===== config.mk =====
export PLATFORM = sky130hd
export DESIGN_NAME = axi_fetch
export DESIGN_NICKNAME = d
export VERILOG_FILES = /design/src/rtl/fetch_pkg.sv /design/src/rtl/fetch_fifo.sv /design/src/rtl/axi_fetch.sv
export SDC_FILE = /design/constraint.sdc
export NUM_CORES = 1
export LEC_CHECK = 0
export ABC_AREA = 1
export CAP_MARGIN = 10
export CORE_MARGIN = 5
export CORE_UTILIZATION = 44
export CTS_CLUSTER_DIAMETER = 150
export DETAILED_ROUTE_END_ITERATION = 6
export DONT_BUFFER_PORTS = 1
export GPL_TIMING_DRIVEN = 0
export SYNTH_ARGS = -nofsm -noshare
export SYNTH_HDL_FRONTEND = slang
export SYNTH_SLANG_ARGS = --single-unit

===== constraint.sdc =====
create_clock -name clk -period 9.2 [get_ports clk]
set_input_delay 1.38 -clock clk [delete_from_list [all_inputs] [get_ports clk]]
set_output_delay 1.38 -clock clk [all_outputs]
set_load 0.02 [all_outputs]

===== src/rtl/fetch_pkg.sv =====
// Shared types for the instruction fetch stage: FSM states, AXI protection
// encoding and the prefetch FIFO entry layout.
package fetch_pkg;

    typedef enum logic [1:0] {
        IDLE  = 2'b00,
        ADDR  = 2'b01,
        DATA  = 2'b10,
        DRAIN = 2'b11
    } fetch_state_t;

    localparam logic [2:0] ARPROT_INSN = 3'b100;

    typedef struct packed {
        logic [31:0] pc;
        logic [31:0] insn;
        logic        fault;
    } fetch_entry_t;

    function automatic logic is_fault(input logic [1:0] resp);
        return (resp != 2'b00);
    endfunction

endpackage


===== src/rtl/fetch_fifo.sv =====
// Prefetch FIFO holding fetched entries for decode; flush overrides push and pop.
module fetch_fifo
    import fetch_pkg::*;
#(
    parameter int unsigned DEPTH = 2
) (
    input  logic                   clk,
    input  logic                   reset,
    input  logic                   push,
    input  logic                   pop,
    input  logic                   flush,
    input  fetch_entry_t           din,
    output fetch_entry_t           dout,
    output logic [$clog2(DEPTH):0] count,
    output logic                   full,
    output logic                   empty
);
    localparam int unsigned PTR_W = $clog2(DEPTH);
    localparam int unsigned CNT_W = PTR_W + 1;

    fetch_entry_t     mem_r [DEPTH];
    logic [PTR_W-1:0] wr_ptr_r;
    logic [PTR_W-1:0] rd_ptr_r;
    logic [CNT_W-1:0] count_r;
    logic             do_push_s;
    logic             do_pop_s;

    // A pop in the same cycle frees the slot a push into a full FIFO uses.
    assign empty     = (count_r == {CNT_W{1'b0}});
    assign full      = (count_r == CNT_W'(DEPTH));
    assign do_pop_s  = pop & ~empty;
    assign do_push_s = push & (~full | do_pop_s);
    assign count     = count_r;
    assign dout      = mem_r[rd_ptr_r];

    // Storage, pointers and occupancy.
    always_ff @(posedge clk or posedge reset) begin
        if (reset) begin
            wr_ptr_r <= {PTR_W{1'b0}};
            rd_ptr_r <= {PTR_W{1'b0}};
            count_r  <= {CNT_W{1'b0}};
            for (int i = 0; i < int'(DEPTH); i++) begin
                mem_r[i] <= {$bits(fetch_entry_t){1'b0}};
            end
        end else if (flush) begin
            wr_ptr_r <= {PTR_W{1'b0}};
            rd_ptr_r <= {PTR_W{1'b0}};
            count_r  <= {CNT_W{1'b0}};
        end else begin
            if (do_push_s) begin
                mem_r[wr_ptr_r] <= din;
                wr_ptr_r        <= wr_ptr_r + {{(PTR_W-1){1'b0}}, 1'b1};
            end
            if (do_pop_s) begin
                rd_ptr_r <= rd_ptr_r + {{(PTR_W-1){1'b0}}, 1'b1};
            end
            count_r <= count_r + {{(CNT_W-1){1'b0}}, do_push_s} - {{(CNT_W-1){1'b0}}, do_pop_s};
        end
    end

endmodule


===== src/rtl/axi_fetch.sv =====
// Instruction fetch stage: single-outstanding AXI4-Lite read master feeding a
// prefetch FIFO that presents {pc, insn, fault} to decode.
module axi_fetch #(
    parameter logic [31:0] RESET_PC = 32'h0000_0000,
    parameter int unsigned DEPTH    = 2
) (
    input  logic        clk,
    input  logic        reset,
    output logic        arvalid,
    input  logic        arready,
    output logic [31:0] araddress,
    output logic [2:0]  arprot,
    input  logic        rvalid,
    output logic        rready,
    input  logic [31:0] rdata,
    input  logic [1:0]  rresp,
    output logic        insn_valid,
    input  logic        insn_ready,
    output logic [31:0] insn,
    output logic [31:0] insn_pc,
    output logic        insn_fault,
    input  logic        redirect,
    input  logic [31:0] redirect_pc
);
    import fetch_pkg::*;

    localparam int unsigned CNT_W   = $clog2(DEPTH) + 1;
    localparam logic [31:0] PC_MASK = 32'hFFFF_FFFC;
    localparam logic [CNT_W:0] DEPTH_C = (CNT_W + 1)'(DEPTH);

    fetch_state_t     state_r;
    logic [31:0]      fetch_pc_r;
    logic [31:0]      araddress_r;
    logic             arvalid_r;
    logic             rready_r;
    logic             halted_r;
    logic             killed_r;

    logic             ar_hs_s;
    logic             r_hs_s;
    logic             push_s;
    logic             pop_s;
    logic             going_idle_s;
    logic             space_s;
    logic             halted_next_s;
    logic             issue_s;
    logic [31:0]      fetch_pc_next_s;
    logic [CNT_W:0]   fill_s;
    logic [CNT_W-1:0] count_s;
    logic             full_s;
    logic             empty_s;
    fetch_entry_t     push_entry_s;
    fetch_entry_t     head_s;

    fetch_fifo #(.DEPTH(DEPTH)) u_fifo (
        .clk   (clk),
        .reset (reset),
        .push  (push_s),
        .pop   (pop_s),
        .flush (redirect),
        .din   (push_entry_s),
        .dout  (head_s),
        .count (count_s),
        .full  (full_s),
        .empty (empty_s)
    );

    // Handshakes, FIFO control and the next-issue decision; space is judged
    // on occupancy after this edge so a fetch can launch on the R handshake.
    always_comb begin
        ar_hs_s      = arvalid_r & arready;
        r_hs_s       = rready_r & rvalid;
        push_s       = (state_r == DATA) & r_hs_s & ~redirect;
        pop_s        = ~empty_s & insn_ready & ~redirect;
        push_entry_s = '{pc: araddress_r, insn: rdata, fault: is_fault(rresp)};
        going_idle_s = (state_r == IDLE) | (((state_r == DATA) | (state_r == DRAIN)) & r_hs_s);
        fill_s       = {1'b0, count_s} + {{CNT_W{1'b0}}, 1'b1} - {{CNT_W{1'b0}}, pop_s};
        if (redirect) begin
            space_s         = 1'b1;
            halted_next_s   = 1'b0;
            fetch_pc_next_s = redirect_pc & PC_MASK;
        end else begin
            if (push_s) begin
                space_s = (fill_s < DEPTH_C);
            end else begin
                space_s = ~full_s | pop_s;
            end
            halted_next_s = halted_r | (push_s & push_entry_s.fault);
            // A redirect seen during ADDR already replaced fetch_pc.
            if (ar_hs_s & ~killed_r) begin
                fetch_pc_next_s = fetch_pc_r + 32'd4;
            end else begin
                fetch_pc_next_s = fetch_pc_r;
            end
        end
        issue_s = going_idle_s & ~halted_next_s & space_s;
    end

    // Fetch FSM with registered AXI control outputs.
    always_ff @(posedge clk or posedge reset) begin
        if (reset) begin
            state_r     <= IDLE;
            fetch_pc_r  <= RESET_PC & PC_MASK;
            araddress_r <= 32'h0000_0000;
            arvalid_r   <= 1'b0;
            rready_r    <= 1'b0;
            halted_r    <= 1'b0;
            killed_r    <= 1'b0;
        end else begin
            fetch_pc_r <= fetch_pc_next_s;
            halted_r   <= halted_next_s;
            if (issue_s) begin
                state_r     <= ADDR;
                arvalid_r   <= 1'b1;
                araddress_r <= fetch_pc_next_s;
                rready_r    <= 1'b0;
            end else if (going_idle_s) begin
                state_r   <= IDLE;
                arvalid_r <= 1'b0;
                rready_r  <= 1'b0;
            end else begin
                case (state_r)
                    ADDR: begin
                        if (ar_hs_s) begin
                            arvalid_r <= 1'b0;
                            rready_r  <= 1'b1;
                            killed_r  <= 1'b0;
                            state_r   <= (killed_r | redirect) ? DRAIN : DATA;
                        end else if (redirect) begin
                            killed_r <= 1'b1;
                        end
                    end
                    DATA: begin
                        if (redirect) begin
                            state_r <= DRAIN;
                        end
                    end
                    default: state_r <= state_r;
                endcase
            end
        end
    end

    assign arvalid    = arvalid_r;
    assign araddress  = araddress_r;
    assign arprot     = ARPROT_INSN;
    assign rready     = rready_r;
    assign insn_valid = ~empty_s;
    assign insn       = head_s.insn;
    assign insn_pc    = head_s.pc;
    assign insn_fault = head_s.fault;

endmodule


==> flow_summary_export.csv, run 1 <==
group,metric,value,unit
final_layout,signed_area_change_from_the_synthesized_netlist_to_the_final_layout,11.50,%
final_layout,drive_gt1_share,10.43,%
worst_setup_path,arrival,2.63,ns
route,drt_pass1_iterations,5,
final_layout,finalNonFillerCells,1555,
worst_setup_path,largest_fanout_on_the_critical_path,10,
clock_network,tritoncts,"done",
clock_network,cts_hold_buf,0,
power_and_ir_drop,cellInternalPower,1.479,mW
power_and_ir_drop,comb_power_share,4.6,%
global_route,overflow,0,
floorplanning,ios,175,
place,place_congestion,0.8668,
timing,fmax,249.7,MHz
final_layout,design.final.nets,1338,
place,dpl_worst_slack,5.651,ns
worst_setup_path,critical_path_buf_inv_count,3,
global_route,number_of_antenna_violations_at_the_first_check_in_global_routing,0,
timing,timing.slew.headroom,29.56,%
final_layout,multi_input_comb_area,0.003656,sq mm
worst_setup_path,endpoint_kind,"primary output",
logic_synthesis,synthFlopType,"sky130_fd_sc_hd__dfrtp_1",
clock_network,cts_buffers,23,
floorplanning,floorplan.die.width,159.2,microns
global_route,grt_pass1_vias,7797,
logic_synthesis,ys_seq_elements,204,
timing,final_worst_setup_slack,5.195,ns
logic_synthesis,post_synth_cell_types,35,
floorplanning,design.die.area,0.02536,sq mm
clock_network,cts.sink_count,204,
power_and_ir_drop,net-switching-power,430.5,uW
route,route.final.wire_length,25.79,mm
route,wl_per_cell,16.59,microns
route,postRouteAntennaNets,0,
global_route,globalRouteTotalUtil,20.05,%
floorplanning,core_area,0.02189,sq mm
timing,post-route-min-period,4.005,ns
worst_setup_path,critPathLaunchType,"register",
power_and_ir_drop,switching_share,22.54,%
logic_synthesis,synth_area_per_cell,7.941,sq um
route,initialDrtViolationCount,471,
floorplanning,floorplan.initialDensity,44.76,%
power_and_ir_drop,cellPowerDensity,174.8,mW/mm^2
worst_setup_path,worst_path_max_delay_cell,"sky130_fd_sc_hd__clkbuf_1",
logic_synthesis,synth-warning-count,0,
place,placedInstanceArea,0.01019,sq mm
global_route,grt_start_max_net_pins,110,
logic_synthesis,yosys.cell_count.top_type,"sky130_fd_sc_hd__nand2_1",
clock_network,clk-insertion-delay-late,0.49,ns
power_and_ir_drop,sequential_fraction_of_design_power,48.5,%
worst_setup_path,top_family_by_delay_on_critical_path,"buffers and inverters",
logic_synthesis,synth.area.top_cells,"sky130_fd_sc_hd__dfrtp_1 (52%), sky130_fd_sc_hd__nand2_1 (18%), sky130_fd_sc_hd__o21ai_0 (7.8%)",
timing,layout_worst_path_cycle_share,43.54,%
final_layout,ff_latch_area,0.005105,sq mm
worst_setup_path,crit_chain,"clkbuf_1 -> clkbuf_1 -> clkbuf_1 -> nand2_1 -> o21ai_0",
global_route,grt_pass1_wl,42.23,mm
worst_setup_path,worst_path_most_repeated_cell,"sky130_fd_sc_hd__clkbuf_1",
logic_synthesis,synth_area_leader,"sky130_fd_sc_hd__dfrtp_1",
final_layout,filler_cell_count,2166,
run,max_cap_violations,0,
worst_setup_path,critical-path-max-stage-delay,0.47,ns
route,routed_via_density,4.995,
route,remaining_drc_errors,0,
power_and_ir_drop,peakVddDrop,0.00009219,V
status,status,"completed",
floorplanning,rows,54,
timing,fin_worst_skew,0.009265,ns
logic_synthesis,synthesis.area,0.009799,sq mm
clock_network,clk_transition_reported_paths,0.06,ns
power_and_ir_drop,p_leak,5.532,nW
place,dp.cells,1516,
worst_setup_path,cp.required,7.82,ns
timing,rsz_0062_raised_after_global_routing,"no",
clock_network,post_cts_resized,0,
logic_synthesis,synth_async_sr_flop_share,100.0,%
logic_synthesis,synth_cells,1234,
logic_synthesis,synth_largest_type_area_fraction,52.09,%
final_layout,num_antenna_cells,0,
clock_network,post_cts.repair.setup_buffers,0,
timing,number_of_endpoints_with_negative_hold_slack_in_the_final_report,0,
place,dpl.hpwl,18.28,mm
logic_synthesis,number_of_enable_type_register_cells_in_the_synthesized_netlist,0,
power_and_ir_drop,clkPwrFrac,46.8,%
clock_network,clock-root-buffer,"sky130_fd_sc_hd__clkbuf_16",
route,route.vias.total,7768,
timing,final-setup-viol-count,0,
logic_synthesis,yosys-top-cells-count,"sky130_fd_sc_hd__nand2_1 (471), sky130_fd_sc_hd__dfrtp_1 (204), sky130_fd_sc_hd__o21ai_0 (152)",
worst_hold_path,timing.hold.worst.class,"reg2reg",
final_layout,stdcell_area,0.01093,sq mm
timing,final-max-slew-violation-count,0,
clock_network,ctsHtreeMaxLevel,1,
logic_synthesis,synth_seq_area_share,52.09,%
worst_setup_path,critical_path_class,"reg2out",
floorplanning,chipHeight,159.2,microns
place,numPortBuffers,0,
clock_network,cts_max_path_buffers,3,
timing,worst_pin_slew,1.046,ns
metrics by stage:
step	total power, mW	hold slack [ns]	setup TNS (ns)	util [%]
after floorplan	1.008	0.4488	0	-
after detailed placement	1.033	0.4656	0	46.54
after CTS	1.936	0.4827	0	49.91
final	1.910	0.4768	0	49.91
after global placement	1.030	0.4615	-56.44	46.38
after global routing	1.995	0.4933	0	49.91
power by group through the flow:
stage / sequential [mW] / combinational, mW / clock (mW)
floorplan: 0.939 / 0.0695 / 0
global placement: 0.942 / 0.0872 / 0
detailed placement: 0.942 / 0.0911 / 0
CTS: 0.926 / 0.0910 / 0.919
global route: 0.928 / 0.104 / 0.963
finish: 0.927 / 0.0888 / 0.894
kinds of logic after synthesis:
logic type | after synthesis | share of synthesized area (%)
AO/OA/AOI/OAI | 193 | 10.30
XOR/XNOR | 11 | 0.9831
adder cells (fa/ha/maj) | 5 | 0.6384
buffers and inverters | 220 | 10.64
flip-flops | 204 | 52.09
other | 2 | 0.07664
AND/OR/NAND/NOR | 599 | 25.27
area by class of cell:
class / instances / share of cell area, %
Timing Repair Buffer: 1 / 0.2519
Clock buffer: 33 / 6.252
Buffer: 90 / 5.073
Multi-Input combinational cell: 811 / 33.46
Clock inverter: 6 / 0.5038
Tap cell: 280 / 3.206
Sequential cell: 204 / 46.72
Inverter: 130 / 4.535
tightest hold or removal path, stage by stage (launching register included):
cell and delay (ns):
sky130_fd_sc_hd__dfrtp_1 0.34, sky130_fd_sc_hd__nand2_1 0.05, sky130_fd_sc_hd__nand2_1 0.05
sequential cells by signal (all words and copies together) (netlist names), 2 cells and up:
register / cells
u_fifo.mem_r: 130
araddress: 32
fetch_pc_r: 32
state_r: 2
u_fifo.count: 2
final timing paths:
kind / endpoint / startpoint / cells past startpoint / slack (ns)
worst max-delay path: insn_pc[16] / u_fifo.rd_ptr_r / 5 / 5.19
worst min-delay path: u_fifo.mem_r[28] / u_fifo.mem_r[28] / 2 / 0.48
worst max register to register: u_fifo.mem_r[125] / state_r[0] / 8 / 7.07
worst min register to register: u_fifo.mem_r[28] / u_fifo.mem_r[28] / 2 / 0.48
max in group asynchronous: fetch_pc_r[2] / reset / 2 / 7.35
min in group asynchronous: u_fifo.mem_r[20] / reset / 1 / 0.86
layout by cell type (no fill, tap or decap), types with 2 or more instances in the layout:
master / netlist / final
sky130_fd_sc_hd__buf_6: 5 / 5
sky130_fd_sc_hd__and2_1: 2 / 2
sky130_fd_sc_hd__ha_1: 5 / 5
sky130_fd_sc_hd__o21ai_0: 152 / 152
sky130_fd_sc_hd__nand3_4: 2 / 2
sky130_fd_sc_hd__dfrtp_1: 204 / 204
sky130_fd_sc_hd__buf_2: 18 / 18
sky130_fd_sc_hd__nor2_1: 37 / 37
sky130_fd_sc_hd__a21oi_1: 4 / 4
sky130_fd_sc_hd__clkbuf_8: 1 / 8
sky130_fd_sc_hd__clkbuf_16: 0 / 23
sky130_fd_sc_hd__nand3b_1: 2 / 2
sky130_fd_sc_hd__or2_2: 15 / 15
sky130_fd_sc_hd__xor2_1: 6 / 6
sky130_fd_sc_hd__a31oi_1: 3 / 3
sky130_fd_sc_hd__conb_1: 2 / 3
sky130_fd_sc_hd__nor3_1: 4 / 4
sky130_fd_sc_hd__nand2_1: 471 / 471
sky130_fd_sc_hd__inv_1: 125 / 124
sky130_fd_sc_hd__nand3_1: 47 / 47
sky130_fd_sc_hd__a21boi_0: 12 / 12
sky130_fd_sc_hd__nand4_1: 8 / 8
sky130_fd_sc_hd__clkbuf_1: 27 / 30
sky130_fd_sc_hd__nor2_4: 5 / 5
sky130_fd_sc_hd__nand2_2: 4 / 4
sky130_fd_sc_hd__xnor2_1: 5 / 5
sky130_fd_sc_hd__buf_4: 39 / 39
sky130_fd_sc_hd__o21ai_1: 18 / 18
sky130_fd_sc_hd__clkinv_2: 0 / 5
sky130_fd_sc_hd__inv_2: 4 / 4
routing by layer:
layer  track usage, %  wire, microns  vias up  part of all wire (%)
met5                0              0        -                     0
met4            4.886            522        0                   2.0
met3            5.048           2093       32                   8.1
met2            31.47          11470      212                    44
met1            28.11          11710     3657                    45
li1                 -              -     3867                     -
No activity file was read; power rests on OpenSTA's default activity.
==> inputs of run 2 (changes only) <==
- clock period: 9.2 -> 3.3 ns (I/O delays scaled with it)
==> flow_summary_export.csv, run 2 (synthesized netlist as in run 1, its figures left out) <==
group,metric,value,unit
floorplanning,ios,175,
place,dpl.hpwl,18.80,mm
worst_hold_path,timing.hold.worst.class,"in2async",
route,route.vias.total,7836,
route,initialDrtViolationCount,522,
timing,fin_worst_skew,0.008558,ns
worst_setup_path,critical_path_class,"reg2out",
route,wl_per_cell,16.79,microns
final_layout,multi_input_comb_area,0.003656,sq mm
final_layout,design.final.nets,1343,
timing,rsz_0062_raised_after_global_routing,"no",
floorplanning,design.die.area,0.02536,sq mm
timing,worst_pin_slew,0.9880,ns
clock_network,post_cts.repair.setup_buffers,0,
global_route,overflow,0,
route,drt_pass1_iterations,5,
clock_network,clk_transition_reported_paths,0.06,ns
clock_network,cts_buffers,24,
global_route,grt_pass1_wl,42.47,mm
worst_setup_path,arrival,2.43,ns
clock_network,clock-root-buffer,"sky130_fd_sc_hd__clkbuf_16",
worst_setup_path,ff_to_ff_start,"state_r[0]",
final_layout,filler_cell_count,2131,
final_layout,stdcell_area,0.01105,sq mm
timing,post-route-min-period,2.922,ns
status,status,"completed",
route,route.final.wire_length,26.22,mm
global_route,globalRouteTotalUtil,20.24,%
power_and_ir_drop,peakVddDrop,0.0002571,V
worst_setup_path,critPathLaunchType,"register",
clock_network,clk-insertion-delay-late,0.51,ns
final_layout,final_common_cell,"sky130_fd_sc_hd__nand2_1",
worst_setup_path,cp.required,2.80,ns
timing,final-setup-viol-count,0,
route,routed_via_density,5.017,
clock_network,cts.sink_count,204,
global_route,number_of_antenna_violations_at_the_first_check_in_global_routing,1,
final_layout,drive_gt1_share,10.77,%
clock_network,cts_max_path_buffers,3,
floorplanning,floorplan.initialDensity,44.76,%
floorplanning,core_area,0.02189,sq mm
timing,fmax,342.2,MHz
floorplanning,floorplan.die.width,159.2,microns
run,max_cap_violations,0,
place,placedInstanceArea,0.01026,sq mm
place,numPortBuffers,0,
floorplanning,chipHeight,159.2,microns
final_layout,signed_area_change_from_the_synthesized_netlist_to_the_final_layout,12.79,%
final_layout,flip_flop_count_of_the_largest_register_all_copies_and_words_added,130,
floorplanning,rows,54,
timing,number_of_endpoints_with_negative_hold_slack_in_the_final_report,0,
place,place_congestion,0.8772,
route,postRouteAntennaNets,0,
worst_setup_path,largest_fanout_on_the_critical_path,10,
timing,final-max-slew-violation-count,0,
final_layout,regMostFlops,"u_fifo.mem_r",
worst_setup_path,timing.critical_path.from,"u_fifo.rd_ptr_r",
global_route,grt_start_max_net_pins,39,
global_route,grt_pass1_vias,7642,
power_and_ir_drop,p_leak,5.588,nW
route,remaining_drc_errors,0,
timing,layout_worst_path_cycle_share,88.54,%
power_and_ir_drop,cellPowerDensity,499.8,mW/mm^2
final_layout,utilization,50.49,%
timing,hold-worst-slack,0.02773,ns
clock_network,tritoncts,"done",
final_layout,ff_latch_area,0.005105,sq mm
final_layout,layout.cells.most_common_list,"sky130_fd_sc_hd__nand2_1 (471), sky130_fd_sc_hd__dfrtp_1 (204), sky130_fd_sc_hd__o21ai_0 (152)",
clock_network,ctsHtreeMaxLevel,1,
worst_setup_path,endpoint_kind,"primary output",
timing,timing.slew.headroom,33.43,%
==> run 2: worst paths after layout <==
check | to | slack (ns) | cells past startpoint
max | insn_pc[16] | 0.38 | 5
min | u_fifo.mem_r[28] | 0.03 | 1
max reg2reg | u_fifo.mem_r[66] | 1.12 | 8
min reg2reg | u_fifo.mem_r[7] | 0.48 | 2
max in group asynchronous | killed_r | 2.13 | 4
min in group clk | u_fifo.mem_r[24] | 0.09 | 2
==> run 2: metrics by stage <==
stage	setup TNS (ns)	instances	total power, mW	setup slack (ns)
global route	0	1561	5.738	0.1229
finish	0	1562	5.524	0.3781
floorplan	0	1235	2.811	0.1607
CTS	0	1561	5.590	0.03587
detailed placement	0	1520	2.892	0.5904
global placement	-222.19	1515	2.870	-1.110
==> run 2: worst max-delay path, stage by stage, from the launching register on <==
cell and delay [ns]:
sky130_fd_sc_hd__dfrtp_1 0.32, sky130_fd_sc_hd__clkbuf_1 0.37, sky130_fd_sc_hd__clkbuf_2 0.34, sky130_fd_sc_hd__clkbuf_1 0.41
sky130_fd_sc_hd__nand2_1 0.09, sky130_fd_sc_hd__o21ai_0 0.38
==> run 2: layout make-up <==
class	count	area share, %
Sequential cell	204	46.19
Multi-Input combinational cell	811	33.08
Clock buffer	33	6.113
Buffer	90	5.037
Inverter	130	4.449
Tap cell	280	3.170
Clock inverter	8	1.041
Timing Repair Buffer	5	0.9056
Antenna cell	1	0.02264
==> run 2: where the power goes <==
group          leakage (nW)  switching, mW  internal, mW
combinational          2.80          0.175        0.0865
clock                 0.392           1.02          1.65
sequential             2.40         0.0411          2.54
==> run 2: routing by layer <==
metal / GRT usage, % / part of all wire, %
met5: 0 / 0
met1: 28.81 / 45
met3: 4.763 / 7.1
met4: 3.684 / 1.4
met2: 32.14 / 46
==> run 2: timing repair <==
item,4_1_cts,5_1_grt
endpoints found under the setup margin,0,17
resized for setup,0,4
hold buffers,0,0
